[config.mk]
export PLATFORM = sky130hd
export DESIGN_NAME = keypad_code_buffer
export DESIGN_NICKNAME = d
export VERILOG_FILES = /design/src/rtl/keypad_code_buffer.sv
export SDC_FILE = /design/constraint.sdc
export NUM_CORES = 1
export LEC_CHECK = 0
export ABC_AREA = 1
export BUFFER_PORTS_ARGS = -buffer_cell sky130_fd_sc_hd__buf_2
export CORE_MARGIN = 3
export CORE_UTILIZATION = 40
export CTS_CLUSTER_DIAMETER = 30
export CTS_CLUSTER_SIZE = 25
export DETAILED_ROUTE_END_ITERATION = 8
export PLACE_DENSITY = 0.64
export SLEW_MARGIN = 20
export SYNTH_ARGS = -nofsm -noshare
export SYNTH_HDL_FRONTEND = slang
export SYNTH_SLANG_ARGS = --single-unit
[constraint.sdc]
create_clock -name clk -period 1.7 [get_ports clk]
set_input_delay 0 -clock clk [delete_from_list [all_inputs] [get_ports clk]]
set_output_delay 0 -clock clk [all_outputs]
set_load 0.005 [all_outputs]
[src/rtl/keypad_code_buffer.sv]
// Keypad entry buffer: collects symbols, handles '*' (commit) and '#' (backspace).
// Optional inactivity timeout is built only when KEY_TIMEOUT_EN is defined.
module keypad_code_buffer #(
    parameter int MAX_DIGITS     = 4,
    parameter int TIMEOUT_CYCLES = 250_000_000
) (
    input  logic                    clk,
    input  logic                    reset,
    input  logic [3:0]              key_code,
    input  logic                    key_valid,
    input  logic                    clear,
    output logic [4*MAX_DIGITS-1:0] code_out,
    output logic [3:0]              code_len,
    output logic                    code_valid,
    output logic [3:0]              entry_len,
    output logic                    overflow,
    output logic                    timeout
);

    localparam int BW = 4 * MAX_DIGITS;

    localparam logic [1:0] EMPTY   = 2'd0;
    localparam logic [1:0] COLLECT = 2'd1;
    localparam logic [1:0] COMMIT  = 2'd2;

    if (MAX_DIGITS < 1 || MAX_DIGITS > 8 || TIMEOUT_CYCLES < 1) begin : g_bad_params
        $error("keypad_code_buffer: parameter out of range");
    end

    logic [1:0]    state;
    logic [BW-1:0] buffer;
    logic          is_symbol;
    logic          is_enter;
    logic          expire;

    assign is_symbol = (key_code <= 4'hD);
    assign is_enter  = (key_code == 4'hE);

`ifdef KEY_TIMEOUT_EN
    localparam int CW = (TIMEOUT_CYCLES > 1) ? $clog2(TIMEOUT_CYCLES) : 1;

    logic [CW-1:0] idle_count;

    // A key on the expiry edge wins: it is processed and the count restarts.
    assign expire = (state == COLLECT) && !clear && !key_valid
                    && (idle_count == CW'(TIMEOUT_CYCLES - 1));

    always_ff @(posedge clk or negedge reset) begin
        if (!reset) begin
            idle_count <= '0;
            timeout    <= 1'b0;
        end else begin
            timeout <= expire;
            if (clear || key_valid || expire || state != COLLECT)
                idle_count <= '0;
            else
                idle_count <= idle_count + 1'b1;
        end
    end
`else
    assign expire  = 1'b0;
    assign timeout = 1'b0;
`endif

    always_ff @(posedge clk or negedge reset) begin
        if (!reset) begin
            state      <= EMPTY;
            buffer     <= '0;
            code_out   <= '0;
            code_len   <= '0;
            code_valid <= 1'b0;
            entry_len  <= '0;
            overflow   <= 1'b0;
        end else begin
            code_valid <= 1'b0;
            if (state == COMMIT)
                state <= EMPTY;

            if (clear) begin
                buffer    <= '0;
                entry_len <= '0;
                overflow  <= 1'b0;
                state     <= EMPTY;
            end else if (key_valid) begin
                if (is_symbol) begin
                    if (entry_len < 4'(MAX_DIGITS)) begin
                        buffer    <= (buffer << 4) | BW'(key_code);
                        entry_len <= entry_len + 4'd1;
                        state     <= COLLECT;
                    end else begin
                        overflow <= 1'b1;
                    end
                end else if (is_enter) begin
                    if (state == COLLECT) begin
                        code_out   <= buffer;
                        code_len   <= entry_len;
                        code_valid <= 1'b1;
                        buffer     <= '0;
                        entry_len  <= '0;
                        overflow   <= 1'b0;
                        state      <= COMMIT;
                    end
                end else if (state == COLLECT) begin
                    buffer    <= buffer >> 4;
                    entry_len <= entry_len - 4'd1;
                    if (entry_len == 4'd1)
                        state <= EMPTY;
                end
            end else if (expire) begin
                buffer    <= '0;
                entry_len <= '0;
                overflow  <= 1'b0;
                state     <= EMPTY;
            end
        end
    end

endmodule

==> impl_results.md, run 1 <==
* CP startpoint kind: primary input
* Total GRT Usage at 0.152
* Syn Area/Cell at 9.11 sq um
* Synth area leader: dfrtp_1
* Antenna diodes at 0
* Count of input and output buffers at 33
* ANT nets after route at 0
* Final Hold Viols at 0
* Max cap viols at 0
* Register area at 0.00110 sq mm
* Worst-path clk slew at around 0.080 ns
* Status: complete, no violations
* Pwr/cell area at 1070 mW/mm^2
* Data required, critical path at 1.88 ns
* P_leak at 1.22 nW
* Via count at 1661
* Initial DRC count at 79
* Clock Sinks at 44
* Area Overhead vs Synth at 17.3%
* Footprint of the multi-input gates at 836 sq um
* Slew Viols, Final at 0
* Most frequent cells in the layout: nand2_1, dfrtp_1, buf_2
* # H-tree levels at 2
* Fin worst setup slack at 0.260 ns
* Final Cell Area at 0.00250 sq mm
* Final setup viols at 0
* Remaining DRCs at 0
* Layout fillers at 489
* Share of cells above drive strength 1 at 0.266
* Clk Tree Root Cell: clkbuf_8
* Worst-margin pin slew at 0.559 ns
* HPWL Detailed at 3.08 mm
* Post-Syn Nets at approximately 250
* Peak VDD IR at roughly 400 uV
* Drt first pass iters at 4
* Top Ports at 35
* Final wirelength at 4.37 mm
* Synthesis warning total at 0
* Synthesized area at around 0.0021 sq mm
* Setup tns final at 0 ns
* Critical path class: in -> reg
* Wire per inst at about 13 microns
* Top-area cell type share of the netlist area at 0.517
* Mapped Cells at 234
* Site Rows at 25
* First-pass GRT wire length at ~7.5 mm
* Fin Hold WS at around 0.09 ns
* Core box area at 0.00494 sq mm
* Worst setup EP type: flip-flop
* Total CTS buffers at 5
* Finished Layout Cells at approximately 340
* Fmax at just under 700 MHz
* Unrepaired setup endpoints after global routing: false
* Synth area leaders: dfrtp_1, nand2_1, o21ai_1
* Period minus WS final at 1.44 ns
* Nets@finish at 281
* Max Fanout on Critical Path at 12
* Relative slew slack at 0.627
* Worst min path class: in -> reg
* Die height at 79.0 microns
* Commonest non-fill, non-tap cell in the layout: nand2_1
* Worst-Skew Late Latency at 0.30 ns
* Synth unique cells at 30
* Register area share after synthesis at 0.517
* FF+latch count, synth at 44
* DIE AREA at 0.00624 sq mm
* Routability cong. at 0.834
* Vias per cell at 4.91
* CP Data Arrival Time at 1.62 ns
* Initial Utilization at 0.431
* CTS tree: done
* Placed Area at between 0.002 and 0.0025 sq mm
* CTS max path bufs at 2
* Largest net degree at the start of global routing at 42
* Chip width at between 70 and 80 microns
* Worst Skew at 0.00816 ns
* Pre-CTS WS at 0.338 ns
* Final Cycle Share at 0.847
* Inst Count DP at 327
* Number of global-route vias before repair at 1561
* Initial antenna violation count at 0
* Overflow after GRT at 0
stage by stage:
stage / util / total power [mW]
final: 0.506 / 2.68
after global routing: 0.506 / 2.85
after CTS: 0.506 / 2.72
after detailed placement: 0.475 / 1.85
after global placement: 0.475 / 1.84
after floorplan: - / 1.68
routing by layer:
layer,GRT usage,vias up,wire length [microns]
met3,0.0329,6,220
met5,0,-,0
li1,-,846,-
met4,0.0567,0,61
met2,0.221,41,1850
met1,0.223,768,2230
flip-flops by register name, indices dropped and copies added, names as in the netlist:
register,count
overflow,1
state,2
code_len,4
code_out,16
code_valid,1
buffer,16
entry_len,4
final timing paths:
| path | start | to | slack [ns] | cells after the start |
|---|---|---|---|---|
| worst max-delay path | clear | overflow | 0.26 | 8 |
| worst min-delay path | key_code[0] | state[0] | 0.09 | 5 |
| worst max register to register | entry_len[2] | buffer[10] | 0.32 | 7 |
| worst min register to register | code_out[13] | code_out[13] | 0.49 | 2 |
| max in group asynchronous | reset | code_out[0] | 0.97 | 3 |
| min in group asynchronous | reset | state[0] | 0.22 | 2 |
timing repair:
item | CTS | global route
hold buffers | 3 | 0
endpoints found under the hold margin | 24 | 0
setup buffers | 0 | 0
resized for setup | 0 | 0
cells in the mapped netlist (all sizes together):
| cell type | instances |
|---|---|
| a21oi | 6 |
| buf | 9 |
| conb | 1 |
| dfrtp | 44 |
| ha | 3 |
| inv | 31 |
| nand2 | 61 |
| nand3 | 11 |
| nand4 | 2 |
| nor2 | 8 |
| nor3 | 1 |
| o211ai | 1 |
| o21ai | 42 |
| o22ai | 12 |
| xnor2 | 1 |
| xor2 | 1 |
layout make-up:
cell class	instances	area share
Multi-Input combinational cell	150	0.335
Timing Repair Buffer	38	0.0941
Inverter	31	0.0486
Clock inverter	2	0.0155
Tap cell	67	0.0336
Clock buffer	6	0.0330
Sequential cell	44	0.441
report_power, final:
group	switching [mW]	total [mW]	internal, mW
clock	0.368	0.849	0.481
combinational	0.389	0.611	0.222
sequential	0.0752	1.22	1.14
cell families after synthesis:
logic type      synth area share
compound gates             0.181
flops                      0.517
other cells              0.00176
fa+ha+maj                 0.0176
simple gates               0.183
xor+xnor                 0.00822
buf+inv                   0.0910
worst max-delay path: stages:
cell           delay [ns]
dlygate4sd3_1        0.53
buf_2                0.17
inv_2                0.11
nand2_1              0.28
o21ai_0              0.35
nor2_1               0.07
nand2_1              0.06
nand2_1              0.05
Note: power is estimated with default switching activity, not from simulation.
==> run 2, diff against run 1 <==
- PLACE_DENSITY: 0.64 -> 0.66
- clock period: 1.7 -> 1.3 ns (I/O delays scaled with it)
==> impl_results.md, run 2 (synthesis results as in run 1) <==
* Critical register-to-register path startpoint: entry_len[2]
* Sw Ratio at 0.305 (-0.00600)
* CTS max path bufs at 2 (unchanged)
* Worst Reg-to-Reg Cells at 7 (unchanged)
* Setup tns final at 0 ns (unchanged)
* Largest regs: buffer (16), code_out (16)
* CP Data Arrival Time at 1.42 ns (-0.20 ns)
* Period minus WS final at 1.24 ns
* Final Cell Area at 0.00262 sq mm (+4.7%)
* CP startpoint kind: primary input
* Drt first pass iters at 4 (unchanged)
* Pre-CTS WS at 0.0519 ns (-0.287 ns)
* Overflow after GRT at 0 (unchanged)
* Share of cells above drive strength 1 at 0.305 (+0.0396)
* Status: complete, no violations
* Worst setup EP type: flip-flop
* Antenna diodes at 0 (unchanged)
* Clk Tree Root Cell: clkbuf_8
* CTS tree: done
* Via count at 1664 (+0.18%)
* Worst min path class: in -> reg
* Max cap viols at 0 (unchanged)
* Worst-Skew Late Latency at 0.30 ns (about the same)
* Nets@finish at 295 (+5.0%)
* HPWL Detailed at 3.12 mm (+1.1%)
* P_leak at 1.29 nW (+5.5%)
* Pwr/cell area at 1390 mW/mm^2 (+29%)
* Initial antenna violation count at 0 (unchanged)
* Max Fanout on Critical Path at 31 (+19)
* Clock Sinks at 44 (unchanged)
* Seq pwr share at 0.431 (-0.024)
* Remaining DRCs at 0 (unchanged)
* Switching Power at 1.11 mW (+33%)
* Peak VDD IR at 539 uV (+34%)
* # H-tree levels at 2 (unchanged)
* Worst reg-to-reg setup slack at 0.07 ns (-0.25 ns)
* Top Ports at 35 (unchanged)
* Final setup viols at 0 (unchanged)
* Final Hold Viols at 0 (unchanged)
* Total GRT Usage at 0.151 (-0.00106)
* Fin worst setup slack at 0.0565 ns (-0.203 ns)
* Vias per cell at 4.73 (-3.8%)
* # Post-CTS Setup Buffers at 0 (unchanged)
* Site Rows at 25 (unchanged)
* Finished Layout Cells at 352 (+4.1%)
* Commonest non-fill, non-tap cell in the layout: nand2_1
* Slew Viols, Final at 0 (unchanged)
* Number of global-route vias before repair at 1568 (+0.45%)
* Unrepaired setup endpoints after global routing: true
* Wire per inst at 12.2 microns (-5.6%)
* Placed Area at 0.00245 sq mm (+4.5%)
* Initial DRC count at 64 (-19%)
* Total CTS buffers at 5 (unchanged)
* Count of input and output buffers at 33 (unchanged)
* Fmax at 804 MHz
* ANT nets after route at 0 (unchanged)
* Int Pwr at 2.52 mW (+37%)
* Critical path class: in -> reg
* Inst Count DP at 341 (+4.3%)
* Core box area at 0.00494 sq mm (unchanged)
* First-pass GRT wire length at 7.33 mm (-1.7%)
* Worst setup path end: code_out[8]
* Core Util, Final at 0.529 (+0.0235)
* Routability cong. at 0.817 (-2.1%)
* Largest net degree at the start of global routing at 45 (+7.1%)
* Final Power at 3.63 mW (+35%)
* R2R Path End: buffer[7]
* Data required, critical path at 1.47 ns (-0.41 ns)
* Final wirelength at 4.29 mm (-1.7%)
* Area Overhead vs Synth at 22.7%
* Chip width at 79.0 microns (unchanged)
* Most frequent cells in the layout: nand2_1, dfrtp_1, buf_2
* Worst-path clk slew at 0.08 ns (about the same)
* Comb pwr share at 0.266 (+0.038)
* Fin Hold WS at 0.0520 ns (-0.0372 ns)
* Worst Setup SP: key_valid
* Die height at 79.0 microns (unchanged)
* Initial Utilization at 0.431 (unchanged)
* DIE AREA at 0.00624 sq mm (unchanged)
* Clock power share at 0.303 (-0.014)
* Final Cycle Share at 0.957
* Worst Skew at 0.00945 ns (+0.00128 ns)
==> run 2: final cells by class <==
| cell class | count | area [sq um] |
|---|---|---|
| clock buffer | 6 | 82.6 |
| clock inverter | 2 | 38.8 |
| fill | 501 | 2330 |
| inverter | 31 | 124 |
| multi-input combinational | 150 | 845 |
| sequential | 44 | 1100 |
| tap | 67 | 83.8 |
| timing repair buffer | 52 | 340 |
==> run 2: timing repair <==
action | CTS | global route
hold buffers | 3 | 0
resized for setup | 0 | 4
setup endpoints to repair | 0 | 27
hold endpoints to repair | 46 | 0
==> run 2: worst min-delay path by stage <==
| stage | startpoint | to | slack (ns) | cells past startpoint |
|---|---|---|---|---|
| after global routing | clear | entry_len[3] | 0.08 | 4 |
| final | key_code[0] | state[0] | 0.05 | 5 |
| after CTS | key_code[0] | state[0] | 0.05 | 5 |
| after floorplan | reset | buffer[0] | -0.30 | 0 |
| after global placement | reset | code_out[12] | -0.003 | 2 |
| after detailed placement | reset | code_out[12] | -0.002 | 2 |
==> run 2: layer usage <==
layer / track usage / part of all wire / vias to the layer above
met5: 0 / 0 / -
met4: 0.0464 / 0.010 / 0
met3: 0.0397 / 0.048 / 4
met2: 0.242 / 0.47 / 32
met1: 0.202 / 0.47 / 759
li1: - / - / 869
==> run 2: critical path: stages <==
cell	delay (ns)
dlygate4sd3_1	0.52
buf_2	0.12
inv_1	0.08
nor2_2	0.22
nand4_4	0.15
buf_12	0.19
nand2_1	0.06
o21ai_1	0.06
==> run 2: power by group through the flow <==
stage | logic (mW) | clock network (mW) | registers, mW
CTS | 0.972 | 1.13 | 1.56
global placement | 0.949 | 0 | 1.58
floorplan | 0.588 | 0 | 1.61
detailed placement | 0.959 | 0 | 1.59
finish | 0.966 | 1.10 | 1.56
global route | 1.09 | 1.21 | 1.58
